<file path="config.mk">
export PLATFORM = sky130hd
export DESIGN_NAME = mem_port_arbiter
export DESIGN_NICKNAME = d
export VERILOG_FILES = /design/src/rtl/mem_port_arbiter.sv
export SDC_FILE = /design/constraint.sdc
export NUM_CORES = 1
export LEC_CHECK = 0
export ABC_AREA = 0
export BUFFER_PORTS_ARGS = -buffer_cell sky130_fd_sc_hd__buf_2
export CAP_MARGIN = 15
export CORE_AREA = 2 2 86 88
export DETAILED_ROUTE_END_ITERATION = 16
export DIE_AREA = 0 0 88 90
export PLACE_DENSITY_LB_ADDON = 0.15
export SLEW_MARGIN = 25
export SYNTH_ARGS = -nofsm -noshare
export SYNTH_HDL_FRONTEND = slang
export SYNTH_SLANG_ARGS = --single-unit
</file>
<file path="constraint.sdc">
create_clock -name clk -period 3.7 [get_ports clk]
set_clock_uncertainty 0.1 [all_clocks]
set_input_delay 0.555 -clock clk [delete_from_list [all_inputs] [get_ports clk]]
set_output_delay 0.555 -clock clk [all_outputs]
set_load 0.01 [all_outputs]
</file>
<file path="src/rtl/mem_port_arbiter.sv">
// Two-requester arbiter for a single-port synchronous memory: CPU priority by
// default, with a DMA starvation override, a DMA burst lock, and read-return routing.
module mem_port_arbiter #(
  parameter int ADDR_W   = 14,
  parameter int MAX_WAIT = 4
) (
  input  logic              clk,
  input  logic              rst,
  input  logic              cpu_req,
  input  logic [3:0]        cpu_we,
  input  logic [ADDR_W-1:0] cpu_addr,
  input  logic [31:0]       cpu_din,
  output logic              cpu_gnt,
  output logic              cpu_rvalid,
  input  logic              dma_req,
  input  logic [3:0]        dma_we,
  input  logic [ADDR_W-1:0] dma_addr,
  input  logic [31:0]       dma_din,
  output logic              dma_gnt,
  output logic              dma_rvalid,
  input  logic              dma_lock,
  output logic [31:0]       rdata,
  output logic              mem_en,
  output logic [3:0]        mem_we,
  output logic [ADDR_W-1:0] mem_addr,
  output logic [31:0]       mem_din,
  input  logic [31:0]       mem_dout
);

  typedef enum logic [1:0] {OWN_NONE, OWN_CPU, OWN_DMA} owner_t;

  localparam logic [3:0] MAX_WAIT_C = 4'(MAX_WAIT);

  logic [3:0] wait_cnt;
  logic       lock_r;
  owner_t     rd_owner;
  logic       starved;

  assign starved = (wait_cnt == MAX_WAIT_C);

  // Grants are gated by rst so nothing reaches the memory during a reset cycle.
  always_comb begin
    // NOTE: every always_comb output gets a default first, so no path can infer a latch.
    dma_gnt = 1'b0;
    cpu_gnt = 1'b0;
    if (rst) begin
      dma_gnt = dma_req & (lock_r | starved | ~cpu_req);
      cpu_gnt = cpu_req & ~dma_gnt;
    end
  end

  always_comb begin
    mem_en   = 1'b0;
    mem_we   = 4'b0000;
    mem_addr = '0;
    mem_din  = '0;
    if (dma_gnt) begin
      mem_en   = 1'b1;
      mem_we   = dma_we;
      mem_addr = dma_addr;
      mem_din  = dma_din;
    end else if (cpu_gnt) begin
      mem_en   = 1'b1;
      mem_we   = cpu_we;
      mem_addr = cpu_addr;
      mem_din  = cpu_din;
    end
  end

  always_ff @(posedge clk) begin
    // NOTE: state registers use non-blocking assignments so every flop samples pre-edge values.
    if (!rst) begin
      wait_cnt <= 4'd0;
      lock_r   <= 1'b0;
      rd_owner <= OWN_NONE;
    end else begin
      if (!dma_req || dma_gnt)
        wait_cnt <= 4'd0;
      else if (!starved)
        wait_cnt <= wait_cnt + 4'd1;

      if (!dma_req || !dma_lock)
        lock_r <= 1'b0;
      else if (dma_gnt)
        lock_r <= 1'b1;

      if (dma_gnt && dma_we == 4'b0000)
        rd_owner <= OWN_DMA;
      else if (cpu_gnt && cpu_we == 4'b0000)
        rd_owner <= OWN_CPU;
      else
        rd_owner <= OWN_NONE;
    end
  end

  // A read granted just before a reset cycle is dropped: rvalid is masked by rst.
  assign cpu_rvalid = rst && (rd_owner == OWN_CPU);
  assign dma_rvalid = rst && (rd_owner == OWN_DMA);
  assign rdata      = (cpu_rvalid || dma_rvalid) ? mem_dout : 32'd0;

endmodule
</file>
# Word level (Yosys, flattened, before mapping)
# Cells that the tools add are included.
word_totals:
  register_bits: 7
  inputBits: 137
  output_inout_bits: 87
classes:
  addsub: 1
  eq_ne: 3
  n_mux: 13
  bitwise: 7
  reduce_logical: 14
op_table:
  columns: ["operator", "count"]
  rows:
  - ["$mux W32", 3]
  - ["$mux W14", 2]
  - ["$logic_not A4 Y1", 2]
  - ["$mux W4", 2]
  - ["$reduce_or A2 Y1", 3]
  - ["$mux W1", 5]
  - ["$add A4 B1 Y4 const B", 1]
  - ["$eq A4 B3 Y1 const B", 1]
  - ["$logic_and A1 B1 Y1", 4]
  - ["$logic_or A1 B1 Y1", 3]
  - ["$not A1 Y1", 3]
  - ["$and A1 B1 Y1", 2]
  - ["$eq A2 B1 Y1 const B", 1]
  - ["$eq A2 B2 Y1 const B", 1]
  - ["$logic_not A1 Y1", 2]
  - ["$mux W2", 1]
  - ["$or A1 B1 Y1", 2]

# Longest topological paths before layout
logic_depth:
  depth_word: 10
  mapped_depth: 7
  mapped_depth_nobuf: 5

# Worst setup path before layout
# No wires, ideal clock.
synth_timing:
  path_type: "input -> output"
  startpoint: "input port cpu_req"
  endpoint: "output port mem_addr[10]"
  t_arrival_ns: 1.495
  required_ns: 3.045
  setup_slack_ns: 1.550
  stages: 6
  path_buffers: 3
  cell_sequence: "buf_4 nand2b_1 o21ai_2 buf_6 buf_12 mux2i_1"
synth_via:
  elab_chain_len: 8
  word_cells_on_any_way: 9
synth_rtl:
  columns: ["item", "line", "source"]
  rows:
  - ["start: declaration", "9", "input logic cpu_req,"]
  - ["$not A1 Y1", "47", "dma_gnt = dma_req & (lock_r | starved | ~cpu_req);"]
  - ["$or A1 B1 Y1", "47", null]
  - ["$and A1 B1 Y1", "47", null]
  - ["$not A1 Y1", "48", "cpu_gnt = cpu_req & ~dma_gnt;"]
  - ["$and A1 B1 Y1", "48", null]
  - ["$mux W1", "46", "if (rst) begin"]
  - ["$mux W14", "62", "end else if (cpu_gnt) begin"]
  - ["$mux W14 *", "57", "if (dma_gnt) begin"]
  - ["end: declaration", "25", "output logic [ADDR_W-1:0] mem_addr,"]
# Mark *: on every way between the ends. The rest lies on a longest branch, timed or not.

# Worst setup path after layout
layout_timing:
  startpoint: "register wait_cnt[0]"
  endpoint: "output port mem_din[16]"
layout_via:
  elab_chain_len: 9
  word_cells_on_any_way: 10
layout_rtl:
  columns: ["item", "line", "source"]
  rows:
  - ["start: declaration", "34", "logic [3:0] wait_cnt;"]
  - ["start signal: assignment", "80", "wait_cnt <= wait_cnt + 4'd1;"]
  - ["$eq A4 B3 Y1 *", "39", "assign starved = (wait_cnt == MAX_WAIT_C);"]
  - ["$or A1 B1 Y1 * (2 in series)", "47", null]
  - ["$and A1 B1 Y1 *", "47", null]
  - ["$not A1 Y1", "48", null]
  - ["$and A1 B1 Y1", "48", null]
  - ["$mux W1", "46", null]
  - ["$mux W32", "62", null]
  - ["$mux W32 *", "57", null]
  - ["end: declaration", "26", "output logic [31:0] mem_din,"]
# Marked as above.

==> results.md <==
* Ports at approximately 220
* Register area share after synthesis at 8.35%
* N_diodes at 0
* Hold Path Depth at 1
* Chip width at 88 microns
* GPL Wtd Cong at between 0.8 and 0.9
* Synth Instances at ~250
* CP Capture Type: output pin
* Clk sink count at 7
* Final wirelength at 6610 microns
* Via-to-Cell Ratio at between 4 and 5
* RSZ-0062 raised after global routing: no
* Worst setup SP type: register
* Share of layout cells above drive strength 1 at between 50% and 60%
* Wire per inst at 12.0 microns
* Htree depth at 1
* Synth Register Bits at 7
* Final Slew Violations at 0
* DRC at 0
* Dpl ws at roughly 1100 ps
* Worst-Margin Slew at between 500 and 600 ps
* Number of DRC markers in iteration 0 at 63
* CTS clock-pin slew for the worst setup and hold paths at 40 ps
* Synthesized cell area at between 0.0015 and 0.002 sq mm
* Fill cells at about 750
* Period minus WS final at between 2000 and 3000 ps
* Number of global-route vias before repair at approximately 2200
* Area grow syn2layout at 67.6%
* Fin crit share at between 70 and 80%
* Initial antenna violation count at 0
* TNS Setup at 0 ps
* Tot Pwr at 0.426 mW
* Worst r2r path cells at 6
* Post-route ant nets at 0
* WS Path Type: reg -> out
* Synth area leader: mux2i_1
* FMAX at around 370 MHz
* Reg2Reg Setup Slack at between 2000 and 2500 ps
* CTS Hold Bufs at 0
* CTS tree: built
* Final hold violations at 0
* Rel. slew slack at about 61%
* Netlist cell types at 23
* WHS Endpoint: wait_cnt[0]
* Peak VDD IR at approximately 0.00017 V
* Hold_sp: wait_cnt[0]
* Net Count, Synth at 388
* Post-synth top area share at between 30% and 40%
* Syn Area/Cell at 6.74 sq um
* Synth cell count leaders: nand2_1, mux2i_1, nand3_1
* Crit Path Max Fanout at 52
* Hpwl dp at ~5200 microns
* CP cell instances: inv_1, ha_1, and3b_1, o21ai_4, buf_12, mux2i_1, buf_2
* Row count at 31
* DIE AREA at ~0.008 sq mm
* Post-synth EDFFs at 0
* Largest stage delay on the critical path at 370 ps
* IO buf count at 223
* Total core area at between 0.007 and 0.008 sq mm
* Lkg Pwr at 1.96 nW
* Crit path DAT at a little over 2000 ps
* Ys flop type: dfxtp_1
* Worst EP required at between 3000 and 4000 ps
* Worst-Skew Late Latency at approximately 230 ps
* Asr flop ratio synth at 0%
* CTS root buf: clkbuf_8
* RR Startpoint: wait_cnt[0]
* Post-CTS resize count at 0
* R2r endpoint: rd_owner[0]
* Run status: finished, final reports clean
* Area contributors post-synth: mux2i_1, nand2_1, nand3_1
* Total grt overflow at 0
* PnR worst setup slack at about 1000 ps
* Num CTS Buffers at 3
* First-pass GRT wire length at roughly 10000 microns
* Tot GR Track Use at roughly 15%
* Largest buffer count on any clock path at 2
* Drt first pass iters at 4
* Most frequent cell after synthesis: nand2_1
* Largest net degree at the start of global routing at ~70
* Via count at roughly 2400
* Die H at about 90 microns
* MaxCap Viol Count at 0
* Slowest cell on the critical path: dfxtp_1
* Setup Fix Bufs, Post-CTS at 0
* # setup viols final at 0
* Pwr Density at between 150 and 200 mW/mm^2
* Hold Path Class: reg -> reg
* Synth warn at 0
* Final nets at around 590
* Starting Density at 23.9%
[report_power, final]
group	switching, mW	internal, mW
Combinational	0.119	0.119
Clock	0.0356	0.0748
Sequential	0.000821	0.0768
Total	0.155	0.271
[registers in the layout (all words and copies together) (netlist names)]
| register | count |
|---|---|
| rd_owner | 2 |
| lock_r | 1 |
| wait_cnt | 4 |
[per-stage QoR]
step	std cells	utilization [%]	hold slack [ps]	instance area, sq um
3_5_place_dp	547	39.4	365	2770
2_1_floorplan	249	-	330	1680
5_1_grt	551	40.0	386	2810
6_report	551	40.0	366	2810
3_3_place_gp	547	39.4	349	2770
4_1_cts	551	40.0	375	2810
[layout by cell type, fill, tap and decap left out, drive strengths merged, types with 2 or more instances in the layout]
| cell | n |
|---|---|
| and2 | 4 |
| and3 | 33 |
| and3b | 2 |
| buf | 228 |
| clkbuf | 4 |
| dfxtp | 7 |
| ha | 2 |
| inv | 3 |
| mux2i | 51 |
| nand2 | 61 |
| nand3 | 42 |
| nor2 | 6 |
| nor4 | 2 |
[area by class of cell]
| type | instances | area (sq um) | share of cell area [%] |
|---|---|---|---|
| Clock buffer | 4 | 45.0 | 1.60 |
| Inverter | 3 | 11.3 | 0.401 |
| Timing Repair Buffer | 228 | 1170 | 41.6 |
| Multi-Input combinational cell | 210 | 1320 | 47.0 |
| Tap cell | 99 | 124 | 4.41 |
| Sequential cell | 7 | 140 | 4.98 |
[critical path, delay by kind of cell (launching register included)]
kind                       cells  cell delay [ps]
buffers and inverters          3              520
and+or+nand+nor                1              220
muxes                          1              250
AOI/OAI and AO/OA              1              160
adders and majority gates      1              200
DFF                            1              370
[worst max-delay path by stage]
stage | cells after the start | startpoint | slack (ps) | end
after floorplan | 6 | cpu_req | 1550 | mem_addr[10]
after global placement | 6 | cpu_req | 1140 | mem_din[16]
after detailed placement | 6 | cpu_req | 1150 | mem_din[16]
after CTS | 7 | wait_cnt[0] | 1010 | mem_din[16]
after global routing | 7 | wait_cnt[0] | 890 | mem_din[27]
final | 7 | wait_cnt[0] | 1030 | mem_din[16]
[kinds of logic (layout without fill, tap and decap cells)]
| logic type | after synthesis | in the layout | synth area share [%] |
|---|---|---|---|
| mux | 51 | 51 | 30.4 |
| fa+ha+maj | 2 | 2 | 1.49 |
| flops | 7 | 7 | 8.35 |
| buf+inv | 32 | 235 | 13.3 |
| simple gates | 152 | 152 | 43.8 |
| xor+xnor | 2 | 2 | 1.04 |
| compound gates | 3 | 3 | 1.57 |
[metal layers]
| layer | part of all wire, % | up-vias | GRT usage, % |
|---|---|---|---|
| li1 | - | 1262 | - |
| met1 | 41 | 1058 | 18.0 |
| met2 | 49 | 110 | 27.8 |
| met3 | 8.0 | 10 | 2.57 |
| met4 | 1.3 | 0 | 2.56 |
| met5 | 0 | - | 0 |
Note: power is estimated with default switching activity, not from simulation.
